`config.mk`:
```
export PLATFORM = sky130hd
export DESIGN_NAME = spi_command_dispatcher
export DESIGN_NICKNAME = d
export VERILOG_FILES = /design/src/rtl/spi_dispatch_pkg.sv /design/src/rtl/spi_command_dispatcher.sv
export SDC_FILE = /design/constraint.sdc
export NUM_CORES = 1
export LEC_CHECK = 0
export BUFFER_PORTS_ARGS = -buffer_cell sky130_fd_sc_hd__buf_2
export CAP_MARGIN = 0
export CORE_ASPECT_RATIO = 0.5
export CORE_MARGIN = 10
export CORE_UTILIZATION = 50
export CTS_CLUSTER_SIZE = 12
export DETAILED_ROUTE_END_ITERATION = 16
export HOLD_SLACK_MARGIN = 0.08
export PLACE_DENSITY = 0.76
export SYNTH_ARGS = -nofsm -noshare
export SYNTH_HDL_FRONTEND = slang
export SYNTH_SLANG_ARGS = --single-unit
```
`constraint.sdc`:
```
create_clock -name sys_clk -period 4.8 [get_ports sys_clk]
set_input_delay 0.24 -clock sys_clk [delete_from_list [all_inputs] [get_ports sys_clk]]
set_output_delay 0.24 -clock sys_clk [all_outputs]
set_load 0.1 [all_outputs]
```
`src/rtl/spi_dispatch_pkg.sv`:
```
// spi_dispatch_pkg: opcodes, status codes, FSM states and field positions for the SPI command dispatcher
package spi_dispatch_pkg;
  localparam logic [3:0] OP_NOP     = 4'h0;
  localparam logic [3:0] OP_DAC_WR  = 4'h1;
  localparam logic [3:0] OP_ADC_WR  = 4'h2;
  localparam logic [3:0] OP_ADC_RD  = 4'h3;
  localparam logic [3:0] OP_ECHO    = 4'hF;
  localparam logic [3:0] ST_OK      = 4'd0;
  localparam logic [3:0] ST_BAD_OP  = 4'd1;
  localparam logic [3:0] ST_TIMEOUT = 4'd2;
  localparam int CMD_OP_LSB       = 28;
  localparam int CMD_DAC_ADDR_LSB = 24;
  localparam int CMD_ADC_ADDR_LSB = 8;
  localparam int CMD_VALUE_LSB    = 0;
  typedef enum logic [2:0] {
    S_IDLE, S_FETCH, S_DECODE, S_ISSUE, S_WAIT_RISE, S_WAIT_FALL, S_RESPOND
  } state_t;
  function automatic logic is_spi_op(input logic [3:0] op);
    return op == OP_DAC_WR || op == OP_ADC_WR || op == OP_ADC_RD;
  endfunction
  function automatic logic [31:0] make_resp(input logic [3:0] op, input logic [3:0] st,
                                            input logic [15:0] hi, input logic [7:0] lo);
    return {op, st, hi, lo};
  endfunction
endpackage

```
`src/rtl/spi_command_dispatcher.sv`:
```
// spi_command_dispatcher: pops host command words, drives one SPI request each, writes a response word (optional busy timeout via SPI_DISPATCH_TIMEOUT_EN)
module spi_command_dispatcher
  import spi_dispatch_pkg::*;
#(
  parameter int BUSY_RISE_WAIT = 4,
  parameter int TIMEOUT_CYCLES = 65535
) (
  input  logic        sys_clk,
  input  logic        reset,
  input  logic [31:0] cmd_q,
  input  logic        cmd_empty,
  output logic        cmd_rdreq,
  output logic [31:0] rb_data,
  input  logic        rb_full,
  output logic        rb_wrreq,
  output logic        data_ready,
  output logic        dac_request_write,
  output logic [3:0]  dac_address,
  output logic [15:0] dac_value,
  output logic        adc_request_write,
  output logic        adc_request_read,
  output logic [15:0] adc_address,
  output logic [7:0]  adc_value,
  input  logic [7:0]  adc_value_readback,
  input  logic        busy,
  output logic        idle,
  output logic [7:0]  err_count
);
  state_t      r_state;
  logic [3:0]  r_op, r_status;
  logic [15:0] r_hi;
  logic [7:0]  r_lo, r_rise_cnt, r_err;
  logic        r_cmd_rdreq, r_rb_wrreq, r_data_ready, r_dac_wr, r_adc_wr, r_adc_rd;
  logic [31:0] r_rb_data;
  logic [3:0]  r_dac_addr;
  logic [15:0] r_dac_val, r_adc_addr;
  logic [7:0]  r_adc_val;
  logic [3:0]  w_op;
`ifdef SPI_DISPATCH_TIMEOUT_EN
  logic [15:0] r_to;
`endif
  assign w_op              = cmd_q[CMD_OP_LSB +: 4];
  assign idle              = r_state == S_IDLE && cmd_empty;
  assign cmd_rdreq         = r_cmd_rdreq;
  assign rb_data           = r_rb_data;
  assign rb_wrreq          = r_rb_wrreq;
  assign data_ready        = r_data_ready;
  assign dac_request_write = r_dac_wr;
  assign dac_address       = r_dac_addr;
  assign dac_value         = r_dac_val;
  assign adc_request_write = r_adc_wr;
  assign adc_request_read  = r_adc_rd;
  assign adc_address       = r_adc_addr;
  assign adc_value         = r_adc_val;
  assign err_count         = r_err;
  always_ff @(posedge sys_clk or posedge reset)
    if (reset) begin
      r_state      <= S_IDLE;
      r_op         <= '0;
      r_status     <= '0;
      r_hi         <= '0;
      r_lo         <= '0;
      r_rise_cnt   <= '0;
      r_err        <= '0;
      r_cmd_rdreq  <= 1'b0;
      r_rb_wrreq   <= 1'b0;
      r_data_ready <= 1'b0;
      r_dac_wr     <= 1'b0;
      r_adc_wr     <= 1'b0;
      r_adc_rd     <= 1'b0;
      r_rb_data    <= '0;
      r_dac_addr   <= '0;
      r_dac_val    <= '0;
      r_adc_addr   <= '0;
      r_adc_val    <= '0;
`ifdef SPI_DISPATCH_TIMEOUT_EN
      r_to         <= '0;
`endif
    end else begin
      r_cmd_rdreq  <= 1'b0;
      r_rb_wrreq   <= 1'b0;
      r_data_ready <= 1'b0;
      r_dac_wr     <= 1'b0;
      r_adc_wr     <= 1'b0;
      r_adc_rd     <= 1'b0;
      case (r_state)
        S_IDLE: if (!cmd_empty && !r_rb_wrreq) begin
          r_cmd_rdreq <= 1'b1;
          r_state     <= S_FETCH;
        end
        S_FETCH: r_state <= S_DECODE;
        S_DECODE: if (!busy) begin
          r_op     <= w_op;
          r_hi     <= cmd_q[CMD_ADC_ADDR_LSB +: 16];
          r_lo     <= cmd_q[CMD_VALUE_LSB +: 8];
          r_status <= (is_spi_op(w_op) || w_op == OP_ECHO) ? ST_OK : ST_BAD_OP;
          if (w_op == OP_DAC_WR) begin
            r_dac_addr <= cmd_q[CMD_DAC_ADDR_LSB +: 4];
            r_dac_val  <= cmd_q[CMD_VALUE_LSB +: 16];
          end
          if (w_op == OP_ADC_WR || w_op == OP_ADC_RD) r_adc_addr <= cmd_q[CMD_ADC_ADDR_LSB +: 16];
          if (w_op == OP_ADC_WR) r_adc_val <= cmd_q[CMD_VALUE_LSB +: 8];
          r_state <= w_op == OP_NOP ? S_IDLE : is_spi_op(w_op) ? S_ISSUE : S_RESPOND;
        end
        S_ISSUE: begin
          r_dac_wr   <= r_op == OP_DAC_WR;
          r_adc_wr   <= r_op == OP_ADC_WR;
          r_adc_rd   <= r_op == OP_ADC_RD;
          r_rise_cnt <= '0;
`ifdef SPI_DISPATCH_TIMEOUT_EN
          r_to       <= '0;
`endif
          r_state    <= S_WAIT_RISE;
        end
        S_WAIT_RISE:
          if (busy) r_state <= S_WAIT_FALL;
          else if (r_rise_cnt == 8'(BUSY_RISE_WAIT - 1)) r_state <= S_RESPOND;
          else r_rise_cnt <= r_rise_cnt + 8'd1;
        S_WAIT_FALL:
          if (!busy) begin
            if (r_op == OP_ADC_RD) r_lo <= adc_value_readback;
            r_state <= S_RESPOND;
          end
`ifdef SPI_DISPATCH_TIMEOUT_EN
          else if (r_to == 16'(TIMEOUT_CYCLES - 1)) begin
            r_status <= ST_TIMEOUT;
            if (r_op == OP_ADC_RD) r_lo <= 8'h00;
            r_state  <= S_RESPOND;
          end else r_to <= r_to + 16'd1;
`endif
        S_RESPOND: if (!rb_full) begin
          r_rb_wrreq   <= 1'b1;
          r_data_ready <= 1'b1;
          r_rb_data    <= make_resp(r_op, r_status, r_hi, r_lo);
          if (r_status != ST_OK && r_err != 8'hFF) r_err <= r_err + 8'd1;
          r_state      <= S_IDLE;
        end
        default: r_state <= S_IDLE;
      endcase
    end
endmodule

```
# Word level (Yosys, flattened, before mapping)
# Cells that the tools add are included.
# classes
addsub	2
eq_ne	23
n_mux	24
n_bitwise	2
n_reduce_logical	23
# op_table
operator	count
2-to-1 mux 8 bit	5
one-hot mux 8 bit (2 select lines)	2
2-to-1 mux 3 bit	8
one-hot mux 3 bit (7 select lines)	1
adder 8 x 1 -> 8 bit (second input constant)	2
equality test 4 x 2 -> 1 bit (second input constant)	4
AND reduction 3 bit	5
!= test 2 bit (second input constant)	6
equality test 3 bit (second input constant)	3
equality test 4 x 1 -> 1 bit (second input constant)	2
equality test 8 x 2 -> 1 bit (second input constant)	1
2-to-1 mux 1 bit	8
!= test 8 bit (second input constant)	1
equality test 3 x 2 -> 1 bit (second input constant)	2
AND reduction 5 bit	1
equality test 4 bit (second input constant)	1
logical NOT 4 bit	1
logical OR 1 bit	4
AND reduction 2 bit	2
AND reduction 4 bit	1
nonzero test 2 bit	2
nonzero test 4 bit	1
equality test 3 x 1 -> 1 bit (second input constant)	1
logical AND 1 bit	3
other kinds (5)	7
# totals
reg_bits	132
in_bits	45
wordCells	91

# Longest topological paths before layout
# logic_depth
depth_word	7
ltp_mapped	6

# Worst setup path after synthesis
# OpenSTA, ideal clock, no wires.
# synth_timing
path_kind	reg2out
start	register r_state[2]
end	output idle
arrival_ns	3.870
t_required_ns	4.560
setup_slack_ns	0.690
stages_incl_launch_ff	4
path_cell_list	dfrtp_1 buf_2 clkbuf_1 nor4b_1
# synth_via
elab_chain_len	2
# synth_lines
element	line	source
start, declared	spi_command_dispatcher.sv:29	state_t r_state;
start signal, assigned	spi_command_dispatcher.sv:103	r_state <= w_op == OP_NOP ? S_IDLE : is_spi_op(w_op) ? S_ISSUE : S_RESPOND;
logical NOT 3 bit	spi_command_dispatcher.sv:43	assign idle = r_state == S_IDLE && cmd_empty;
logical AND 1 bit	spi_command_dispatcher.sv:43	
end, declared	spi_command_dispatcher.sv:26	output logic idle,
# No other way between the ends.

# Worst setup path in the final report
# layout_timing
start	register r_state[2]
end	register r_adc_val[3], in the netlist adc_value[3]
# layout_via
elab_chain_len	2
# layout_lines
element	line	source
equality test 3 x 2 -> 1 bit	spi_command_dispatcher.sv:86	case (r_state)
AND reduction 3 bit (no line)	--	
end signal, assigned	spi_command_dispatcher.sv:102	if (w_op == OP_ADC_WR) r_adc_val <= cmd_q[CMD_VALUE_LSB +: 8];
end, declared	spi_command_dispatcher.sv:37	logic [7:0] r_adc_val;
# No other way between the ends.
# A chain may end at the register's enable or synchronous reset.

==> results.toml <==
[critical_path]
crit_arrival_ns = 3.06
setup.worst_path.start_class = "flop"
setup.worst_path.end_class = "flop"
r2r_start = "r_state[2]"
r2r_cells = 5
reg2reg_to = "adc_value[3]"
reg2reg_slack_ns = 2.03
worst-path-max-fanout = 25
cp.required_ns = 5.09
crit_type = "flop to flop"

[floorplanning]
fp.dieW_um = 164
start_util_pct = 51.0
die-area_um2 = 15100
ios = 136
rows = 26
die_h_um = 91.9
core_um2 = 10100

[final_layout]
layout-drive-gt1-share_pct = 49.6
final_util_pct = 65.7
diodes = 0
final_nets = 570
syn_to_final_growth_pct = 28.8
n_fill_cell = 788

[clock_network]
h-tree-depth = 4
cts_hold_buf = 13
post-cts-setup-buffers = 0
cts_tree = "done"
cts_resized = 0
cts_buffers = 17
clk_latency_ns = 0.41
clkTransAtPathRegs_ns = 0.06
clockRootBuffer = "clkbuf_16"
cts_num_sinks = 126
clockBufferDepth = 2

[placed_design]
place_congestion = 0.768
io_buffers = 132
place_hpwl_um = 8270
pre_cts_ws_ns = 2.03

[yosys]
synth_cell_types = 44
synth_edf_count = 0
ys_ff_latch = 126
synth-async-reset-ratio_pct = 100
seq_area_frac_synth_pct = 60.9
syn_inst = 373
yosys_warnings = 0
syn-mean-instance-area_um2 = 13.9
synth_area_um2 = 5180
synth-main-ff-cell = "dfrtp_1"

[detailed_routing]
post_drt_wl_per_cell_um = 17.2
drcViolationCount = 0
dr.pass1.iters = 4
ant_nets = 0
vias = 3410
routed_via_density = 5.04
finalWirelength_um = 11600
drtIter0Drc = 146

[sta]
setup_violations = 0
rsz0062_at_grt = "false"
holdWs_ns = 0.0576
layout_setup_ws_ns = 2.03
fmax_mhz = 361
drv_slew = 0
hold_viol_final = 0
period_share_pct = 57.7
fin_skew_ns = 0.00521
tightest_slew_ns = 1.10
fin_crit_ns = 2.77
setup_tns_ns = 0
relSlewSlack_pct = 25.5

[outcome]
outcome = "finished clean"

[global_routing]
gr-max-usage-layer = "met2"
met3_usage_pct = 5.17
use_met2_pct = 27.2
grt.met1_usage_pct = 18.0
antenna_found_initial = 0
track_usage_pct = 15.7
grt_pass1_wl_um = 18700
grt_start_max_net_pins = 84
grt_pass1_vias = 3556
globalRouteOverflowTotal = 0

[hold_path]
min_path_type = "input pin to async pin"

[job]
cap_violations = 0
## per-stage QoR
stage / cells / area [um2]
2_1_floorplan: 375 / 5180
3_5_place_dp: 631 / 5960
5_1_grt: 676 / 6670
4_1_cts: 676 / 6670
3_3_place_gp: 631 / 5960
6_report: 676 / 6670
## cell usage after synthesis, drive strengths merged, types with 4 or more instances
cell | instances | area, um2
nor3 | 5 | 25.0
nand2 | 22 | 82.6
inv | 5 | 18.8
a21oi | 4 | 20.0
buf | 10 | 65.1
mux2i | 10 | 100
clkbuf | 10 | 37.5
nand3 | 5 | 30.0
nor4b | 5 | 65.1
nor2 | 14 | 52.6
o21ai | 18 | 90.1
dfrtp | 126 | 3150
mux2 | 94 | 1090
xor2 | 9 | 78.8
## cells by family (layout without fill, tap and decap cells)
group                    Yosys count  in the layout  share of synthesized area (%)
adder cells (fa/ha/maj)            2              2                          0.483
AND/OR/NAND/NOR                   73             73                           7.90
XOR/XNOR                          11             11                           1.86
multiplexers                     104            104                           23.0
AO/OA/AOI/OAI                     31             31                           3.46
buffers and inverters             25            186                           2.34
other                              1              3                         0.0724
flip-flops                       126            126                           60.9
## cell type report
cell class | instances | area, um2 | area share [%]
well taps | 140 | 175 | 2.63
inverters | 5 | 21.3 | 0.319
repair buffers | 149 | 821 | 12.3
clock buffers | 23 | 488 | 7.32
flip-flops and latches | 126 | 3150 | 47.3
clock inverters | 9 | 83.8 | 1.26
multi-input cells | 224 | 1920 | 28.9
## critical path, cell delays in order, from the launching register on
cell,delay [ns]
dfrtp_1,0.58
nor4b_4,0.35
buf_4,0.35
nand3_2,0.44
or2_1,0.57
mux2_4,0.37
## metal layers
| layer | share of wire, % | up-vias |
|---|---|---|
| met5 | 0 | - |
| met4 | 0.90 | 0 |
| met3 | 4.7 | 11 |
| met2 | 52 | 61 |
| met1 | 42 | 1707 |
| li1 | - | 1631 |
## cell usage in the layout, fill, tap and decap left out, drive strengths merged, types with 2 or more instances in the layout
master	instances
buf	136
dfrtp	126
mux2	94
clkbuf	23
nand2	22
o21ai	18
nor2	14
dlygate4sd3	13
mux2i	10
xor2	9
inv	6
nor3	5
nand3	5
nor4b	5
a21oi	4
clkinvlp	4
and3	3
nand4	3
o211ai	3
nor2b	3
conb	3
clkinv	3
and4	2
o31ai	2
nor4	2
xnor2	2
ha	2
or2	2
## registers in the layout, summed over array words and instances (netlist names), 3 cells and up
name / cells
adc_address: 16
adc_value: 8
dac_address: 4
dac_value: 16
err_count: 8
r_hi: 16
r_lo: 8
r_op: 4
r_rise_cnt: 8
r_state: 3
rb_data: 29
## how the worst max path moves through the flow
| stage | start | to | slack, ns | depth (start not counted) |
|---|---|---|---|---|
| 4_1_cts | r_state[2] | adc_value[3] | 2.01 | 5 |
| 6_report | r_state[2] | adc_value[3] | 2.03 | 5 |
| 3_3_place_gp | r_state[2] | adc_value[6] | 2.09 | 5 |
| 5_1_grt | r_state[2] | adc_value[5] | 1.85 | 5 |
| 2_1_floorplan | r_state[2] | idle | 0.69 | 3 |
| 3_5_place_dp | r_state[2] | adc_value[3] | 2.03 | 5 |
Power is not shown: default switching activity piles up to over one toggle a cycle in this logic, so the estimate is an artifact.
